<file path="src/rtl/ldm_writeback.sv">
// ldm_writeback: load-multiple sequencer that overlaps data-memory reads with register-file writes.
// Define LDM_WRITEBACK_WBACK_EN to enable base-register writeback through the second write port.
module ldm_writeback (
    input  logic        clk,
    input  logic        reset,
    input  logic        start,
    input  logic [15:0] reglist,
    input  logic [31:0] base,
    input  logic [3:0]  rn,
    input  logic        up,
    input  logic        wback,
    output logic        busy,
    output logic        done,
    output logic        dmem_re,
    output logic [31:0] dmem_addr,
    input  logic [31:0] dmem_rdata,
    output logic        we3,
    output logic [3:0]  a3,
    output logic [31:0] wd3,
    output logic [3:0]  a4,
    output logic [31:0] wd4,
    output logic        long,
    output logic        pc_we,
    output logic [31:0] pc_wd
);
    typedef enum logic [1:0] {IDLE, RUN, DRAIN} state_t;
    state_t state, state_nx;
    logic [15:0] rem, rem_nx;
    logic [31:0] addr, four_n;
    logic [4:0]  cnt;
    logic [3:0]  cur, wr_reg;
    logic        wr_v;
    always_comb begin
        cnt = '0;
        for (int i = 0; i < 16; i++) cnt = cnt + {4'b0, reglist[i]};
        cur = '0;
        for (int i = 15; i >= 0; i--) if (rem[i]) cur = 4'(i);
        four_n = {25'b0, cnt, 2'b0};
        rem_nx = rem & (rem - 16'd1);
        state_nx = state == IDLE ? (start ? (cnt == 5'd0 ? DRAIN : RUN) : IDLE) :
                   state == RUN  ? (rem_nx == 16'd0 ? DRAIN : RUN) : IDLE;
    end
    always_ff @(posedge clk or negedge reset) begin
        if (!reset) begin
            state  <= IDLE;
            rem    <= '0;
            addr   <= '0;
            wr_v   <= 1'b0;
            wr_reg <= '0;
        end else begin
            state  <= state_nx;
            wr_v   <= state == RUN;
            wr_reg <= cur;
            if (state == IDLE && start) begin
                rem  <= reglist;
                addr <= up ? base : base - four_n;
            end else if (state == RUN) begin
                rem  <= rem_nx;
                addr <= addr + 32'd4;
            end
        end
    end
    assign busy      = state != IDLE;
    assign done      = state == DRAIN;
    assign dmem_re   = state == RUN;
    assign dmem_addr = dmem_re ? addr : '0;
    // The write stage trails the read by one cycle, so it is driven straight from the returning data.
    assign we3   = wr_v && wr_reg != 4'd15;
    assign a3    = we3 ? wr_reg : '0;
    assign wd3   = we3 ? dmem_rdata : '0;
    assign pc_we = wr_v && wr_reg == 4'd15;
    assign pc_wd = pc_we ? {dmem_rdata[31:2], 2'b00} : '0;
`ifdef LDM_WRITEBACK_WBACK_EN
    logic [3:0]  wb_rn;
    logic [31:0] wb_val;
    logic        wb_long;
    always_ff @(posedge clk or negedge reset) begin
        if (!reset) begin
            wb_rn   <= '0;
            wb_val  <= '0;
            wb_long <= 1'b0;
        end else if (state == IDLE && start) begin
            wb_rn   <= rn;
            wb_val  <= up ? base + four_n : base - four_n;
            wb_long <= wback && cnt != 5'd0 && !reglist[rn];
        end
    end
    assign long = done && wb_long;
    assign a4   = long ? wb_rn : '0;
    assign wd4  = long ? wb_val : '0;
`else
    assign {long, a4, wd4} = {37{1'b0}} & {wback, rn, 32'h0};
`endif
endmodule

</file>
<file path="config.mk">
export PLATFORM = sky130hd
export DESIGN_NAME = ldm_writeback
export DESIGN_NICKNAME = d
export VERILOG_FILES = /design/src/rtl/ldm_writeback.sv
export SDC_FILE = /design/constraint.sdc
export NUM_CORES = 1
export LEC_CHECK = 0
export CAP_MARGIN = 30
export CORE_ASPECT_RATIO = 1.5
export CORE_MARGIN = 10
export CORE_UTILIZATION = 39
export DETAILED_ROUTE_END_ITERATION = 16
export HOLD_SLACK_MARGIN = 0.02
export PLACE_DENSITY_LB_ADDON = 0.15
export SLEW_MARGIN = 20
export SYNTH_ARGS = -nofsm -noshare
export SYNTH_HDL_FRONTEND = slang
export SYNTH_SLANG_ARGS = --single-unit
</file>
<file path="constraint.sdc">
create_clock -name clk -period 2.05 [get_ports clk]
set_input_delay 0.205 -clock clk [delete_from_list [all_inputs] [get_ports clk]]
set_output_delay 0.205 -clock clk [all_outputs]
set_load 0.01 [all_outputs]
</file>
Yosys cells after proc, flatten, opt, wreduce, memory -nomap -nowiden
Cells that the tools add are included.

word-level totals
  bits in registers = 55
  output and inout port bits = 142
  word-level logic and storage cells = 66
  input port bits = 89

operators by class
  add/sub/neg operators = 18
  reduce and logical (&&, ||, !) cells = 8
  multiplexer cells = 30
  eq/ne operators = 4
  bitwise logic cells = 1

operator list
  operator                 number
  $mux W32                 6
  $mux W4                  17
  $add A5 B1 Y5            11
  $add A32 B3 Y32 const B  1
  $mux W16                 2
  $sub A32 B7 Y32          1
  $and A16 B16 Y16         1
  $logic_not A16 Y1        1
  $sub A16 B1 Y16 const B  1
  $mux W2                  5
  $add A4 B1 Y5            1
  $logic_not A5 Y1         1
  $add A3 B1 Y4            1
  $eq A4 B4 Y1 const B     1
  $ne A4 B4 Y1 const B     1
  $reduce_bool A2 Y1       2
  $add A2 B1 Y3            1
  $logic_and A1 B1 Y1      3
  $add A1 B1 Y2            1
  $eq A2 B1 Y1 const B     1
  $eq A2 B2 Y1 const B     1
  $logic_not A2 Y1         1

Logic depth before layout (Yosys ltp)
Gate-level depths: netlist of run 1.

  word-level depth = 19
  gate-level depth with buffers = 19
  gate-level depth less buffers = 18

Least setup slack after synthesis of run 1
OpenSTA, ideal clock, no wires.

  kind = input port to flip-flop
  from = in reglist[0]
  to = reg addr[28]
  stages on the path = 18
  arrival = 4.682 ns
  library setup time = 0.094 ns
  buffers on the path = 1
  setup slack = -2.727 ns
  required time = 1.956 ns
  path through = inv_1 > fa_1 > fa_1 > fa_1 > fa_1 > inv_1 > ha_1 > inv_1 > fa_1 > xor2_1 > ha_1 > nor2b_1 > o21a_1 > o311a_1 > buf_2 > nor3_2 > a311oi_1 > a211oi_1

between the ends
  cells in the longest elaborated chain, start to end = 18

ends and longest elaborated chain
  element                       line  text
  from (decl)                   7     input logic [15:0] reglist,
  $add A1 B1 Y2                 35    for (int i = 0; i < 16; i++) cnt = cnt + {4'b0, reglist[i]};
  $add A2 B1 Y3                 35
  $add A3 B1 Y4                 35
  $add A4 B1 Y5                 35
  $add A5 B1 Y5 (11 in series)  35
  $sub A32 B7 Y32               56    addr <= up ? base : base - four_n;
  $mux W32                      56
  $mux W32                      54    if (state == IDLE && start) begin
  to (signal assigned)          56
  to (signal assigned)          59    addr <= addr + 32'd4;
  to (decl)                     29    logic [31:0] addr, four_n;

No other way between the ends.
A chain may end at the register's enable or synchronous reset.

Worst setup path after layout of run 1
  from = in reglist[15]
  to = reg addr[8]

between the ends
  cells in the longest elaborated chain, start to end = 4

ends and longest elaborated chain
  element          line
  $add A5 B1 Y5    35
  $sub A32 B7 Y32  56
  $mux W32         56
  $mux W32         54

No other way between the ends.

==> qor.csv, run 1 <==
stage;metric;value;unit
power;power.leakage;4.30;nW
synthesis;synth_seq_cells;55;
detailed_routing;dr.pass1.iters;5;
synthesis;ys.flop_type;dfrtp_1;
sta;period_share;225;%
detailed_routing;finalWirelength;22.2;mm
power;ir_drop;0.882;mV
die;die_x;114;µm
detailed_routing;wire_per_inst;19.6;µm
die;rows;51;
clock_tree;root_buffer;clkbuf_16;
sta;hold_viol;0;
setup_path;critPathMaxStageDelay;570;ps
die;initial_utilization;40.0;%
finish;largest_reg_flops;32;
die;fp.dieH;161;µm
synthesis;yosys.area_share.simple;33.1;%
setup_path;cp_max_fo;6;
detailed_routing;ant_nets;0;
finish;drive_gt1_share;25.7;%
place;dp.cells;1096;
outcome;status;finished, violations left;
sta;fmax;217;MHz
finish;fin_nets;1085;
synthesis;synthAdderAreaFrac;6.83;%
global_route;grt_pass1_wl;33.6;mm
sta;worst_slack;-2550;ps
clock_tree;cts_buffers;5;
detailed_routing;remaining_drc_errors;0;
finish;fin_area;8790;µm²
place;hpwlAfterDp;17.3;mm
global_route;grt_pass1_vias;6327;
synthesis;synth_top_family_by_area;simple AND/OR/NAND/NOR gates;
worst_hold_path;worstHoldPathType;input pin to flip-flop;
place;place_congestion;0.955;
synthesis;synth-edff-count;0;
setup_path;crit_buf_inv;7;
detailed_routing;vias_per_cell;5.34;
finish;syn_to_final_growth;69.1;%
setup_path;worst_path_most_repeated_cell;fa_1;
finish;fin_util;67.6;%
clock_tree;cts_max_path_buffers;2;
synthesis;yosysTopAreaCell;dfrtp_1;
die;core;13000;µm²
finish;final-instance-count-excl-fill;1135;
place;placed_area;8030;µm²
clock_tree;clk_pin_slew;80;ps
finish;multi_input_area;3750;µm²
outcome;violations;negative setup slack;
sta;max_slew.worst_pin.slew;613;ps
sta;fin_crit;4600;ps
sta;rsz0062_at_grt;true;
synthesis;netlist-cell-type-count;63;
global_route;grt_use_total;22.6;%
power;design_power_total;12.9;mW
synthesis;ys_warn_count;0;
sta;relSlewSlack;58.1;%
run;max_cap_violations;0;
clock_tree;cts_tree;built;
synthesis;async_flop_share;100;%
setup_path;path_class;input pin to flip-flop;
detailed_routing;vias;6063;
global_route;antenna_found_initial;0;
place;port_buffers;186;
setup_path;critPathLaunchType;input pin;
finish;antenna_cells;0;
global_route;grt_max_degree;41;
clock_tree;cts.sinks;55;
power;power_density;1470;nW/µm²
synthesis;yosys-mux-area-fraction;0.409;%
sta;fin_tns_setup;-73980;ps
finish;seqCellArea;1380;µm²
setup_path;cp-end-kind;flip-flop;
setup_path;crit_arrival;4820;ps
sta;slew_viol_final;0;
synthesis;avgSynthCellArea;7.76;µm²
synthesis;netlist_instances;670;
setup_path;crit_family;adder cells;
clock_tree;cts_max_level;2;
detailed_routing;drt_iter0_drc;377;
die;io_pins;231;
synthesis;synthesis.area;5200;µm²
setup_path;critical_path_required;2260;ps
setup_path;crit_slowest_cell;fa_1;
global_route;grt_overflow;0;
sta;whs;160;ps
sta;finalSetupViolations;32;
synthesis;synth_compound_gate_area_share;13.9;%
synthesis;yosys.area.top_type_share;26.5;%
synthesis;synthTopCellsByArea;dfrtp_1, and2_1, buf_4, xnor2_1, and3_1;
sta;finClkSkew;12.3;ps
place;pre_cts_slack;-3380;ps
setup_path;ff2ff_setup_slack;-220;ps
setup_path;crit_chain;buf_8 -> inv_8 -> fa_1 -> fa_1 -> fa_1 -> fa_1 -> inv_2 -> ha_4 -> inv_2 -> fa_2 -> xor2_2 -> ha_1 -> nor2b_4 -> o21a_1 -> o311a_4 -> buf_12 -> nor3_4 -> buf_4 -> inv_2 -> a31oi_1;
synthesis;synth-xor-area-share;7.75;%
die;die_area;18500;µm²
finish;fillers;1084;
clock_tree;clock_latency;300;ps
synthesis;ys_seq_area_share;26.5;%
[area by class of cell]
type	count	share of cell area, %
multi-input combinational	533	42.7
timing repair buffer	336	35.5
sequential	55	15.7
tap	159	2.26
inverter	44	1.96
clock buffer	5	1.42
clock inverter	3	0.498
[timing repair]
item                                   in CTS  in global routing
pin swaps                                  60                 41
gates cloned                                2                  1
gates resized for setup                   151                 70
endpoints found under the hold margin      19                  0
setup endpoints to repair                  91                103
hold buffers                                1                  0
setup buffers                              17                 14
[logic make-up (layout without fill, tap and decap cells)]
kind of cell | after synthesis | count (layout)
flops | 55 | 55
fa+ha+maj | 22 | 22
xor+xnor | 46 | 46
compound gates | 114 | 114
buf+inv | 120 | 388
simple gates | 310 | 310
other cells | 1 | 39
mux | 2 | 2
[layout by cell type, fill, tap and decap left out, types with 7 or more instances in the layout]
cell type / instances
nand3_1: 20
nor2_1: 54
and2_1: 60
o21ai_0: 30
nand4_1: 18
and3_1: 38
conb_1: 39
nor4_4: 7
clkdlybuf4s50_1: 94
dlygate4sd2_1: 49
dfrtp_1: 55
clkbuf_2: 8
nand2_1: 36
fa_1: 9
buf_6: 13
a21oi_1: 28
inv_2: 13
xor2_1: 14
inv_1: 30
ha_1: 7
nor3_1: 16
xnor2_1: 28
buf_4: 125
dlymetal6s2s_1: 24
buf_2: 8
[worst register-to-register path, delay by kind of cell (launching register included)]
family / cells / cell delay [ps]
flip-flops: 1 / 410
AO/OA/AOI/OAI: 3 / 820
AND/OR/NAND/NOR: 3 / 910
[cell usage after synthesis (3+ instances only)]
master and n:
nand4b_1 6, nand2_1 37, a2111oi_0 3, nor4_1 11, xnor2_1 29, nor3_1 18, nand3b_1 6, dfrtp_1 55
nor2b_1 5, o22ai_1 5, o311ai_0 4, and3_1 38, o21ai_0 34, nor2_1 61, or2_2 3, a21oi_1 32
fa_1 11, buf_2 3, ha_1 10, xor2_1 17, a311oi_1 3, clkbuf_1 34, nand3_1 24, nand4_1 18
a211oi_1 7, and2_1 61, buf_4 39, or3_1 6, inv_1 44
[report_power, final]
part / switching [mW] / internal [mW]
Combinational: 4.82 / 4.94
Sequential: 0.525 / 1.60
Clock: 0.428 / 0.578
[final timing paths]
check,startpoint,to,depth (start not counted)
worst max-delay path,reglist[15],addr[8],20
worst min-delay path,reglist[15],rem[15],3
worst max register to register,rem[2],state[0],6
worst min register to register,addr[1],addr[1],2
max in group asynchronous,reset,wr_reg[2],3
min in group asynchronous,reset,addr[21],2
[layer usage]
metal / GRT usage, % / share of wire, %
met1: 22.1 / 34
met2: 42.4 / 55
met3: 5.08 / 6.3
met4: 11.4 / 4.4
met5: 0 / 0
Power figures use the tool's default switching activity.
==> inputs of run 2 (changes only) <==
MAX_ROUTING_LAYER = met4   (was default)
clock period = 3.85 ns   (was 2.05 ns; I/O delays follow)
==> run 2 against run 1 <==
The run still ends with negative setup slack left. Global-route usage grew 0.75 points. Sequential share of layout area increased by 1.1 points. Critical endpoint is now addr[24]. Routed wire length fell by 0.31%. Hold slack got worse by 51 ps. Largest cell class unchanged.
==> qor.csv, run 2 (synthesis gave the netlist of run 1 again) <==
stage;metric;value;unit;change
clock_tree;cts_max_path_buffers;2;;unchanged
setup_path;critPathMaxStageDelay;580;ps;about the same
detailed_routing;vias;5852;;-3.5%
place;port_buffers;186;;unchanged
setup_path;critPathLaunchType;input pin;;
finish;largest_reg_flops;32;;unchanged
detailed_routing;drt_iter0_drc;326;;-14%
sta;fmax;206;MHz;
die;die_x;114;µm;unchanged
finish;drive_gt1_share;19.3;%;-6.4 points
detailed_routing;remaining_drc_errors;0;;unchanged
power;power.leakage;3.44;nW;-20%
sta;rsz0062_at_grt;true;;
clock_tree;clock_latency;310;ps;about the same
global_route;grt_overflow;0;;unchanged
place;hpwlAfterDp;16.6;mm;-4.2%
detailed_routing;dr.pass1.iters;5;;unchanged
setup_path;crit_chain;buf_8 -> inv_4 -> fa_2 -> fa_1 -> fa_2 -> fa_1 -> inv_1 -> ha_2 -> inv_2 -> fa_2 -> xor2_2 -> ha_1 -> nor2b_4 -> o21a_1 -> o311a_4 -> buf_12 -> buf_16 -> nor4_4 -> xnor2_1 -> a21oi_1;;
die;rows;51;;unchanged
die;fp.dieH;161;µm;unchanged
setup_path;cp_max_fo;5;;-1
sta;max_slew.worst_pin.slew;985;ps;+372 ps
clock_tree;clk_pin_slew;80;ps;about the same
power;ir_drop;0.579;mV;-34%
setup_path;critical_path_required;4030;ps;+1770 ps
die;die_area;18500;µm²;unchanged
die;core;13000;µm²;unchanged
sta;worst_slack;-1020;ps;+1540 ps
finish;antenna_cells;0;;unchanged
outcome;status;finished, violations left;;
sta;hold_viol;0;;unchanged
setup_path;crit_buf_inv;6;;-1
sta;fin_tns_setup;-25330;ps;+48650 ps
detailed_routing;ant_nets;0;;unchanged
global_route;antenna_found_initial;0;;unchanged
finish;syn_to_final_growth;58.4;%;
setup_path;crit_slowest_cell;fa_2;;
setup_path;cp-end-kind;flip-flop;;
setup_path;crit_arrival;5050;ps;+230 ps
clock_tree;root_buffer;clkbuf_16;;
global_route;grt_pass1_wl;33.7;mm;+0.27%
setup_path;crit_family;adder cells;;
clock_tree;cts_tree;built;;
detailed_routing;finalWirelength;22.1;mm;-0.31%
detailed_routing;vias_per_cell;5.46;;+2.2%
sta;whs;109;ps;-50.8 ps
sta;period_share;126;%;
sta;finClkSkew;14.3;ps;+2.00 ps
clock_tree;cts.sinks;55;;unchanged
power;design_power_total;6.52;mW;-49%
sta;slew_viol_final;0;;unchanged
place;pre_cts_slack;-1770;ps;+1620 ps
finish;fillers;1160;;+7.0%
sta;finalSetupViolations;31;;-3.1%
power;power_density;791;nW/µm²;-46%
clock_tree;cts_max_level;2;;unchanged
finish;fin_nets;1022;;-5.8%
finish;final_common_cell;clkdlybuf4s50_1;;
global_route;grt_use_total;23.3;%;+0.75 points
global_route;grt_pass1_vias;5973;;-5.6%
run;max_cap_violations;0;;unchanged
die;initial_utilization;40.0;%;unchanged
sta;fin_crit;4870;ps;
die;io_pins;231;;unchanged
detailed_routing;wire_per_inst;20.7;µm;+5.5%
clock_tree;cts_buffers;5;;unchanged
finish;mostFrequentLayoutCells;clkdlybuf4s50_1, buf_4, nor2_1, and2_1, dfrtp_1;;
setup_path;path_class;input pin to flip-flop;;
place;place_congestion;0.928;;-2.8%
finish;fin_util;63.3;%;-4.3 points
worst_hold_path;worstHoldPathType;input pin to async pin;;
outcome;violations;negative setup slack;;
sta;relSlewSlack;34.0;%;-24 points
global_route;grt_max_degree;39;;-4.9%
setup_path;worst_path_most_repeated_cell;fa_2;;
-- run 2: final timing paths --
path	start	endpoint	slack, ps	cells after the start
setup / recovery	reglist[13]	addr[24]	-1020	20
hold / removal	reset	addr[23]	110	1
setup reg to reg	rem[0]	state[0]	1260	6
hold reg to reg	addr[1]	addr[1]	470	2
max in group asynchronous	reset	state[1]	2830	2
min in group clk	reglist[13]	rem[13]	360	3
-- run 2: final cells by class --
class / count / area [µm²] / area share [%]
Clock buffer: 6 / 139 / 1.69
Clock inverter: 2 / 16.3 / 0.197
Inverter: 44 / 178 / 2.16
Multi-Input combinational cell: 533 / 3730 / 45.2
Sequential cell: 55 / 1380 / 16.7
Tap cell: 159 / 199 / 2.41
Timing Repair Buffer: 273 / 2600 / 31.6
-- run 2: per-stage QoR --
stage / std cells / cell area (µm²)
after floorplan: 708 / 5430
after global placement: 1017 / 7370
after detailed placement: 1018 / 7380
after CTS: 1074 / 8080
after global routing: 1072 / 8240
final: 1072 / 8240
-- run 2: report_power, final --
part	switching, mW	internal [mW]	leakage, nW
logic	2.35	2.42	2.71
clock network	0.241	0.262	0.0731
registers	0.392	0.851	0.653
total	2.98	3.54	3.44
-- run 2: layer usage --
layer	routed length [µm]	vias to the layer above	share of wire, %	global-route usage (%)
met5	0	-	0	-
met4	856	0	3.9	9.60
met3	1480	58	6.7	4.71
met2	12100	253	55	43.4
met1	7670	2817	35	22.6
li1	-	2724	-	-
-- run 2: worst reg2reg max path, delay by kind of cell, from the launching register on --
family | cells | cell delay [ps]
and+or+nand+nor | 3 | 1110
AOI/OAI and AO/OA | 3 | 810
DFF | 1 | 530
-- run 2: repair_timing --
item	CTS	global route
cloned	1	0
resized for setup	85	34
buffers inserted	48	12
hold buffers	0	0
pin swaps	32	42
endpoints found under the setup margin	31	32
